### config.mk
export PLATFORM = sky130hd
export DESIGN_NAME = bcd_display_mux_flat
export DESIGN_NICKNAME = d
export VERILOG_FILES = /design/src/rtl/bcd_display_mux_if.sv /design/src/rtl/bcd_display_mux.sv /design/src/flat_wrapper.sv
export SDC_FILE = /design/constraint.sdc
export NUM_CORES = 1
export LEC_CHECK = 0
export CAP_MARGIN = 25
export CORE_AREA = 3 3 60 62
export DETAILED_ROUTE_END_ITERATION = 10
export DIE_AREA = 0 0 63 65
export PLACE_DENSITY = 0.81
export SYNTH_ARGS = -nofsm -noshare
export SYNTH_HDL_FRONTEND = slang
export SYNTH_SLANG_ARGS = --single-unit
### constraint.sdc
create_clock -name clk -period 2 [get_ports clk]
set_input_delay 0.3 -clock clk [delete_from_list [all_inputs] [get_ports clk]]
set_output_delay 0.3 -clock clk [all_outputs]
set_load 0.005 [all_outputs]
### src/rtl/bcd_display_mux_if.sv
// Purpose: bundles the display-mux data path (counter digits in, display drive out) so the
//          producer side and the display driver can be wired with one connection.
// Signals:
//   en        scan enable (low freezes scan and turns every digit off)
//   blank_lz  blank leading zeros of hundreds/tens
//   d_u/d_t/d_h  BCD digits from the counter (units/tens/hundreds)
//   seg       segments {g,f,e,d,c,b,a}
//   an        digit enables {hund,tens,units}
//   frame     one-cycle pulse when a new digit snapshot is taken
//   err       snapshot holds a code above 9
// Modports: master = counter/stimulus side, slave = display driver.
interface bcd_display_mux_if;
  logic       en;
  logic       blank_lz;
  logic [3:0] d_u;
  logic [3:0] d_t;
  logic [3:0] d_h;
  logic [6:0] seg;
  logic [2:0] an;
  logic       frame;
  logic       err;

  modport master (
    output en,
    output blank_lz,
    output d_u,
    output d_t,
    output d_h,
    input  seg,
    input  an,
    input  frame,
    input  err
  );

  modport slave (
    input  en,
    input  blank_lz,
    input  d_u,
    input  d_t,
    input  d_h,
    output seg,
    output an,
    output frame,
    output err
  );
endinterface

### src/rtl/bcd_display_mux.sv
// Purpose: time-multiplexed 3-digit 7-segment driver for a 000-999 BCD counter. A prescaler
//          divides clk into digit slots; the scan walks units -> tens -> hundreds. Digits are
//          snapshotted once per frame so a counter update never tears the displayed value.
//          Each slot begins with one all-off cycle to suppress ghosting.
// Ports:
//   clk      in   system clock, rising edge
//   rst      in   asynchronous reset, active-high
//   io_disp  slave modport of bcd_display_mux_if:
//              en, blank_lz, d_u, d_t, d_h  (inputs)
//              seg[6:0], an[2:0], frame, err (registered outputs)
// Parameters:
//   CLK_DIV      clk cycles per digit slot (>= 2)
//   SEG_ACT_LOW  1: segment outputs active-low
//   AN_ACT_LOW   1: digit enables active-low
module bcd_display_mux #(
  parameter int unsigned CLK_DIV     = 16,
  parameter bit          SEG_ACT_LOW = 1'b1,
  parameter bit          AN_ACT_LOW  = 1'b1
) (
  input logic              clk,
  input logic              rst,
  bcd_display_mux_if.slave io_disp
);

  localparam int unsigned     CntW   = (CLK_DIV > 2) ? $clog2(CLK_DIV) : 1;
  localparam logic [CntW-1:0] CntMax = CntW'(CLK_DIV - 1);
  localparam logic [6:0]      SegOff = SEG_ACT_LOW ? 7'h7F : 7'h00;
  localparam logic [2:0]      AnOff  = AN_ACT_LOW ? 3'b111 : 3'b000;

  typedef enum logic [1:0] {
    IdxUnits = 2'd0,
    IdxTens  = 2'd1,
    IdxHund  = 2'd2
  } idx_e;

  // Active-high glyphs, gfedcba; any non-BCD code shows 'E'.
  function automatic logic [6:0] seg_decode(input logic [3:0] d);
    logic [6:0] g;
    case (d)
      4'd0:    g = 7'h3F;
      4'd1:    g = 7'h06;
      4'd2:    g = 7'h5B;
      4'd3:    g = 7'h4F;
      4'd4:    g = 7'h66;
      4'd5:    g = 7'h6D;
      4'd6:    g = 7'h7D;
      4'd7:    g = 7'h07;
      4'd8:    g = 7'h7F;
      4'd9:    g = 7'h6F;
      default: g = 7'h79;
    endcase
    return g;
  endfunction

  // State
  logic [CntW-1:0] r_cnt;
  idx_e            r_idx;
  logic            r_started;  // first frame snapshot taken since reset
  logic [3:0]      r_s_u;
  logic [3:0]      r_s_t;
  logic [3:0]      r_s_h;
  logic [6:0]      r_seg;
  logic [2:0]      r_an;
  logic            r_frame;
  logic            r_err;

  // Next-state helpers
  logic       w_tick;
  logic       w_frame_start;
  idx_e       w_idx_next;
  logic [3:0] w_digit;
  logic       w_blank;
  logic [6:0] w_seg_hi;
  logic [6:0] w_seg_drv;
  logic [2:0] w_an_hi;
  logic [2:0] w_an_drv;
  logic       w_err_next;

  always_comb begin
    // en gates the tick, so a tick coinciding with en falling never advances the scan.
    w_tick        = io_disp.en && (r_cnt == CntMax);
    // The very first tick after reset starts a frame at UNITS instead of advancing.
    w_frame_start = w_tick && (!r_started || (r_idx == IdxHund));

    w_idx_next = IdxUnits;
    if (!w_frame_start) begin
      case (r_idx)
        IdxUnits: w_idx_next = IdxTens;
        IdxTens:  w_idx_next = IdxHund;
        default:  w_idx_next = IdxUnits;
      endcase
    end

    w_digit = r_s_u;
    w_an_hi = 3'b001;
    case (r_idx)
      IdxTens: begin
        w_digit = r_s_t;
        w_an_hi = 3'b010;
      end
      IdxHund: begin
        w_digit = r_s_h;
        w_an_hi = 3'b100;
      end
      default: begin
        w_digit = r_s_u;
        w_an_hi = 3'b001;
      end
    endcase

    // Only genuine zeros are blanked, so an invalid code always stays visible.
    w_blank = io_disp.blank_lz &&
              (((r_idx == IdxHund) && (r_s_h == 4'd0)) ||
               ((r_idx == IdxTens) && (r_s_h == 4'd0) && (r_s_t == 4'd0)));

    w_seg_hi  = seg_decode(w_digit);
    w_seg_drv = w_blank ? SegOff : (SEG_ACT_LOW ? ~w_seg_hi : w_seg_hi);
    w_an_drv  = AN_ACT_LOW ? ~w_an_hi : w_an_hi;

    w_err_next = (io_disp.d_u > 4'd9) || (io_disp.d_t > 4'd9) || (io_disp.d_h > 4'd9);
  end

  always_ff @(posedge clk or posedge rst) begin
    if (rst) begin
      r_cnt     <= '0;
      r_idx     <= IdxUnits;
      r_started <= 1'b0;
      r_s_u     <= 4'd0;
      r_s_t     <= 4'd0;
      r_s_h     <= 4'd0;
      r_seg     <= SegOff;
      r_an      <= AnOff;
      r_frame   <= 1'b0;
      r_err     <= 1'b0;
    end else begin
      r_frame <= 1'b0;
      if (!io_disp.en) begin
        // Frozen: prescaler and scan hold, display dark until enable returns.
        r_an  <= AnOff;
        r_seg <= SegOff;
      end else begin
        r_cnt <= w_tick ? '0 : r_cnt + CntW'(1);
        if (w_tick) begin
          // Slot boundary: one dark cycle before the next digit lights.
          r_idx <= w_idx_next;
          r_an  <= AnOff;
          r_seg <= SegOff;
          if (w_frame_start) begin
            r_started <= 1'b1;
            r_s_u     <= io_disp.d_u;
            r_s_t     <= io_disp.d_t;
            r_s_h     <= io_disp.d_h;
            r_frame   <= 1'b1;
            r_err     <= w_err_next;
          end
        end else if (r_started) begin
          // Refreshed every cycle so a blank_lz change shows within the slot.
          r_an  <= w_an_drv;
          r_seg <= w_seg_drv;
        end
      end
    end
  end

  assign io_disp.seg   = r_seg;
  assign io_disp.an    = r_an;
  assign io_disp.frame = r_frame;
  assign io_disp.err   = r_err;

endmodule
### src/flat_wrapper.sv
// flat-port wrapper written by rule: the top's interface ports become plain ports
module bcd_display_mux_flat 
#(
  parameter int unsigned CLK_DIV     = 16,
  parameter bit          SEG_ACT_LOW = 1'b1,
  parameter bit          AN_ACT_LOW  = 1'b1
)
  (clk, rst, io_disp_en, io_disp_blank_lz, io_disp_d_u, io_disp_d_t, io_disp_d_h, io_disp_seg, io_disp_an, io_disp_frame, io_disp_err);
  bcd_display_mux_if io_disp_i ();
  input logic clk;
  input logic rst;
  input wire logic [$bits(io_disp_i.en)-1:0] io_disp_en;
  input wire logic [$bits(io_disp_i.blank_lz)-1:0] io_disp_blank_lz;
  input wire logic [$bits(io_disp_i.d_u)-1:0] io_disp_d_u;
  input wire logic [$bits(io_disp_i.d_t)-1:0] io_disp_d_t;
  input wire logic [$bits(io_disp_i.d_h)-1:0] io_disp_d_h;
  output wire logic [$bits(io_disp_i.seg)-1:0] io_disp_seg;
  output wire logic [$bits(io_disp_i.an)-1:0] io_disp_an;
  output wire logic [$bits(io_disp_i.frame)-1:0] io_disp_frame;
  output wire logic [$bits(io_disp_i.err)-1:0] io_disp_err;
  assign io_disp_i.en = io_disp_en;
  assign io_disp_i.blank_lz = io_disp_blank_lz;
  assign io_disp_i.d_u = io_disp_d_u;
  assign io_disp_i.d_t = io_disp_d_t;
  assign io_disp_i.d_h = io_disp_d_h;
  assign io_disp_seg = io_disp_i.seg;
  assign io_disp_an = io_disp_i.an;
  assign io_disp_frame = io_disp_i.frame;
  assign io_disp_err = io_disp_i.err;
  bcd_display_mux #(.CLK_DIV(CLK_DIV), .SEG_ACT_LOW(SEG_ACT_LOW), .AN_ACT_LOW(AN_ACT_LOW)) u_core (.clk(clk), .rst(rst), .io_disp(io_disp_i));
endmodule
==> results by group <==
Min path
  – Type of the tightest min-delay check: primary input to asynchronous set/reset pin

Synthesis
  – Synth cell types: 30
  – Share of flip-flops with an asynchronous set or reset: 100%
  – Yosys top cell by area: dfrtp_1
  – Sequential element share of the synthesized area: 50.8%
  – Area share of the largest cell type after synthesis: 33.8%
  – Number of synthesized flops with an enable pin: 0
  – Total standard cell area after synthesis: roughly 1600 um2
  – Synth Instances: 132
  – Top cells by area, synth: dfrtp_1 34%, dfstp_2 17%, mux2_2 10%
  – Synth Area per Inst: around 12 um2
  – Yosys reg bits: 31
  – Synthesis Warnings: 0
  – Syn nets: 156
  – Most instantiated flip-flop cell in the synthesis netlist: dfrtp_1

Floorplan
  – Initial standard-cell utilization of the core: 50.4%
  – Die area: between 4000 and 5000 um2
  – Placeable core area: slightly above 3000 um2
  – Floorplan die width: 63 um
  – FP Rows: 20
  – DIE HEIGHT: about 65 um
  – Boundary Pins: 28

Layout
  – Most common library cell in the layout ignoring fill and taps: clkdlybuf4s50_1
  – Total number of nets in the final design: 199
  – Util after Layout: around two thirds
  – Most frequent cells in the layout: 27 x clkdlybuf4s50_1, 21 x dfrtp_1, 14 x nand2_1, 14 x mux2_2, 11 x buf_4
  – Fraction of layout instances using a drive strength above 1: 32.4%
  – Area growth, synth to finish: 31.5%
  – Number of antenna cells inserted: 0
  – Non-filler cells, final: 220

Power
  – Design Power: 0.00226 W
  – Peak supply drop: 0.626 mV
  – Static power due to leakage: 0.894 nW
  – Areal power density over the cells: 1110 nW/um2

Timing
  – Maximum clock frequency: approximately 520 MHz
  – Final period demand of the worst path: between 1500 and 2000 ps
  – Final Max Slew Viols: 0
  – Final clock skew: just over 8 ps
  – Share of the clock period used by the worst path after layout: a little over nine tenths
  – Final number of hold-violating endpoints: 0
  – Rel. slew slack: 71.8%
  – Final hold slack: 333 ps
  – Final setup margin: 77.3 ps
  – Final setup violation count: 0
  – Transition time of the tightest slew-check pin: 422 ps

Worst setup path
  – Critical Path Max Stage Delay: approximately 430 ps
  – Master of the slowest instance on the critical path: dfrtp_1
  – WS Path Type: flop to flop
  – Gate family responsible for the most delay along the worst path: multiplexers
  – Count of buffering cells on the critical path with inverters included: 1
  – Maximum fanout count along the critical path: 7
  – Required time worst endpoint: 2270 ps
  – Worst path arrival time: ~2200 ps
  – Startpoint types: flop
  – Cell-by-cell trace of the critical path: inv_2, ha_2, a22o_1, mux2i_4, mux2_1, mux2i_1, o22a_1
  – Element type at the critical path end: flop

Route
  – DR iter-0 viols: 17
  – Number of vias in the routed layout: 1,133
  – Total length of routed wires: about 3200 um
  – Drt via density: about 5.2
  – Remaining number of nets flagged by the antenna check after routing: 0
  – Mean routed wirelength per cell: 14.7 um
  – DRC: 0
  – Initial DRT Pass Iterations: 4

Placed design
  – Count of buffers inserted at the top-level ports: 27
  – Number of cells in the design after placement: 210
  – GPL Wtd Cong: 0.851
  – Worst slack, placed: -65.1 ps
  – DP Wirelength: 2410 um

Clock tree
  – Inserted Clock Buffers: 5
  – Clock Latency Late Sink: 330 ps
  – Number of buffers on the longest clock path: 2
  – Clock tree from TritonCTS: done
  – H-tree depth: 2
  – Clock edge transition at the registers on the reported setup and hold paths: around 90 ps
  – Sinks on Clock Net: 31
  – Root buf cell: clkbuf_4

Global route
  – Via count of the first global-routing pass: 1,229
  – Number of antenna violations at the first check in global routing: 0
  – Pin count of the biggest net entering global routing: 32
  – Residual overflow from global routing: 0
  – Global-route wire length before repair: 5330 um
  – Global router's overall resource usage: 17.3%

Run
  – Max_cap viols: 0

Status
  – Result of the run: finished, final reports clean
[synthesized netlist by cell type, types with 3 or more instances]
master	count
o21ai_0	9
nor2_1	8
o22a_1	5
mux2_2	14
ha_1	8
a22o_1	3
a21oi_1	9
nand2_1	14
inv_1	7
mux2i_1	3
dfrtp_1	21
dfstp_2	10
[timing repair]
item / CTS / global route
pin swaps: 0 / 1
hold buffers: 0 / 0
endpoints found under the setup margin: 6 / 6
buffers inserted: 0 / 2
resized for setup: 3 / 8
[worst register-to-register path, stage by stage (launching register included)]
cell and delay, ps:
dfrtp_1 430, inv_2 80, ha_2 210, a22o_1 220
mux2i_4 240, mux2_1 370, mux2i_1 180, o22a_1 140
[state kept, by name, indices dropped and copies added, names as in the netlist]
signal / flops
u_core.r_s_u: 4
u_core.r_started: 1
u_core.r_s_h: 4
u_core.r_idx: 2
u_core.r_s_t: 4
u_core.r_cnt: 4
u_core.io_disp.an: 3
u_core.io_disp.seg: 7
u_core.io_disp.err: 1
u_core.io_disp.frame: 1
[report_power, final]
part | internal (W) | switching (W) | leakage, nW | total (W)
registers | 0.000820 | 0.000131 | 0.383 | 0.000951
logic | 0.000525 | 0.000409 | 0.475 | 0.000934
clock network | 0.000170 | 0.000203 | 0.0353 | 0.000373
total | 0.00151 | 0.000743 | 0.894 | 0.00226
[path summary, 6_finish.rpt]
check	from	endpoint	slack, ps	cells past startpoint
worst max register to register	u_core.r_idx[1]	u_core.io_disp.seg[4]	80	7
worst min-delay path	rst	u_core.r_s_h[1]	330	3
max in group asynchronous	rst	u_core.io_disp.seg[6]	1350	3
min in group clk	u_core.io_disp.err	u_core.io_disp.err	500	1
worst max-delay path	u_core.r_idx[1]	u_core.io_disp.seg[4]	80	7
worst min register to register	u_core.io_disp.err	u_core.io_disp.err	500	1
[per-layer routing]
metal / vias up / track usage (%) / part of all wire [%]
li1: 553 / - / -
met1: 558 / 16.6 / 41
met3: 5 / 4.85 / 3.4
met5: - / 0 / 0
met2: 17 / 33.2 / 54
met4: 0 / 9.37 / 2.2
[stage by stage]
step / cell area (um2) / setup TNS [ps]
floorplan: 1550 / 0
global placement: 1930 / 0
detailed placement: 1930 / -189
CTS: 2000 / -6.36
global route: 2040 / -94.9
finish: 2040 / 0
[cells by family after synthesis]
family                     share of synthesized area (%)
xor gates and xnor gates                           0.564
adders and majority gates                           6.45
DFF                                                 50.8
AOI/OAI and AO/OA                                   14.2
and+or+nand+nor                                     9.19
buffers and inverters                               3.14
muxes                                               15.7
[area by class of cell]
class                           instances  area, um2
Clock buffer                            7       55.1
Inverter                                8       30.0
Sequential cell                        31        788
Timing Repair Buffer                   38        353
Multi-Input combinational cell         91        756
Tap cell                               44       55.1
Fill cell                             245       1040
Clock inverter                          1       5.00
(Power assumes the default switching activity.)
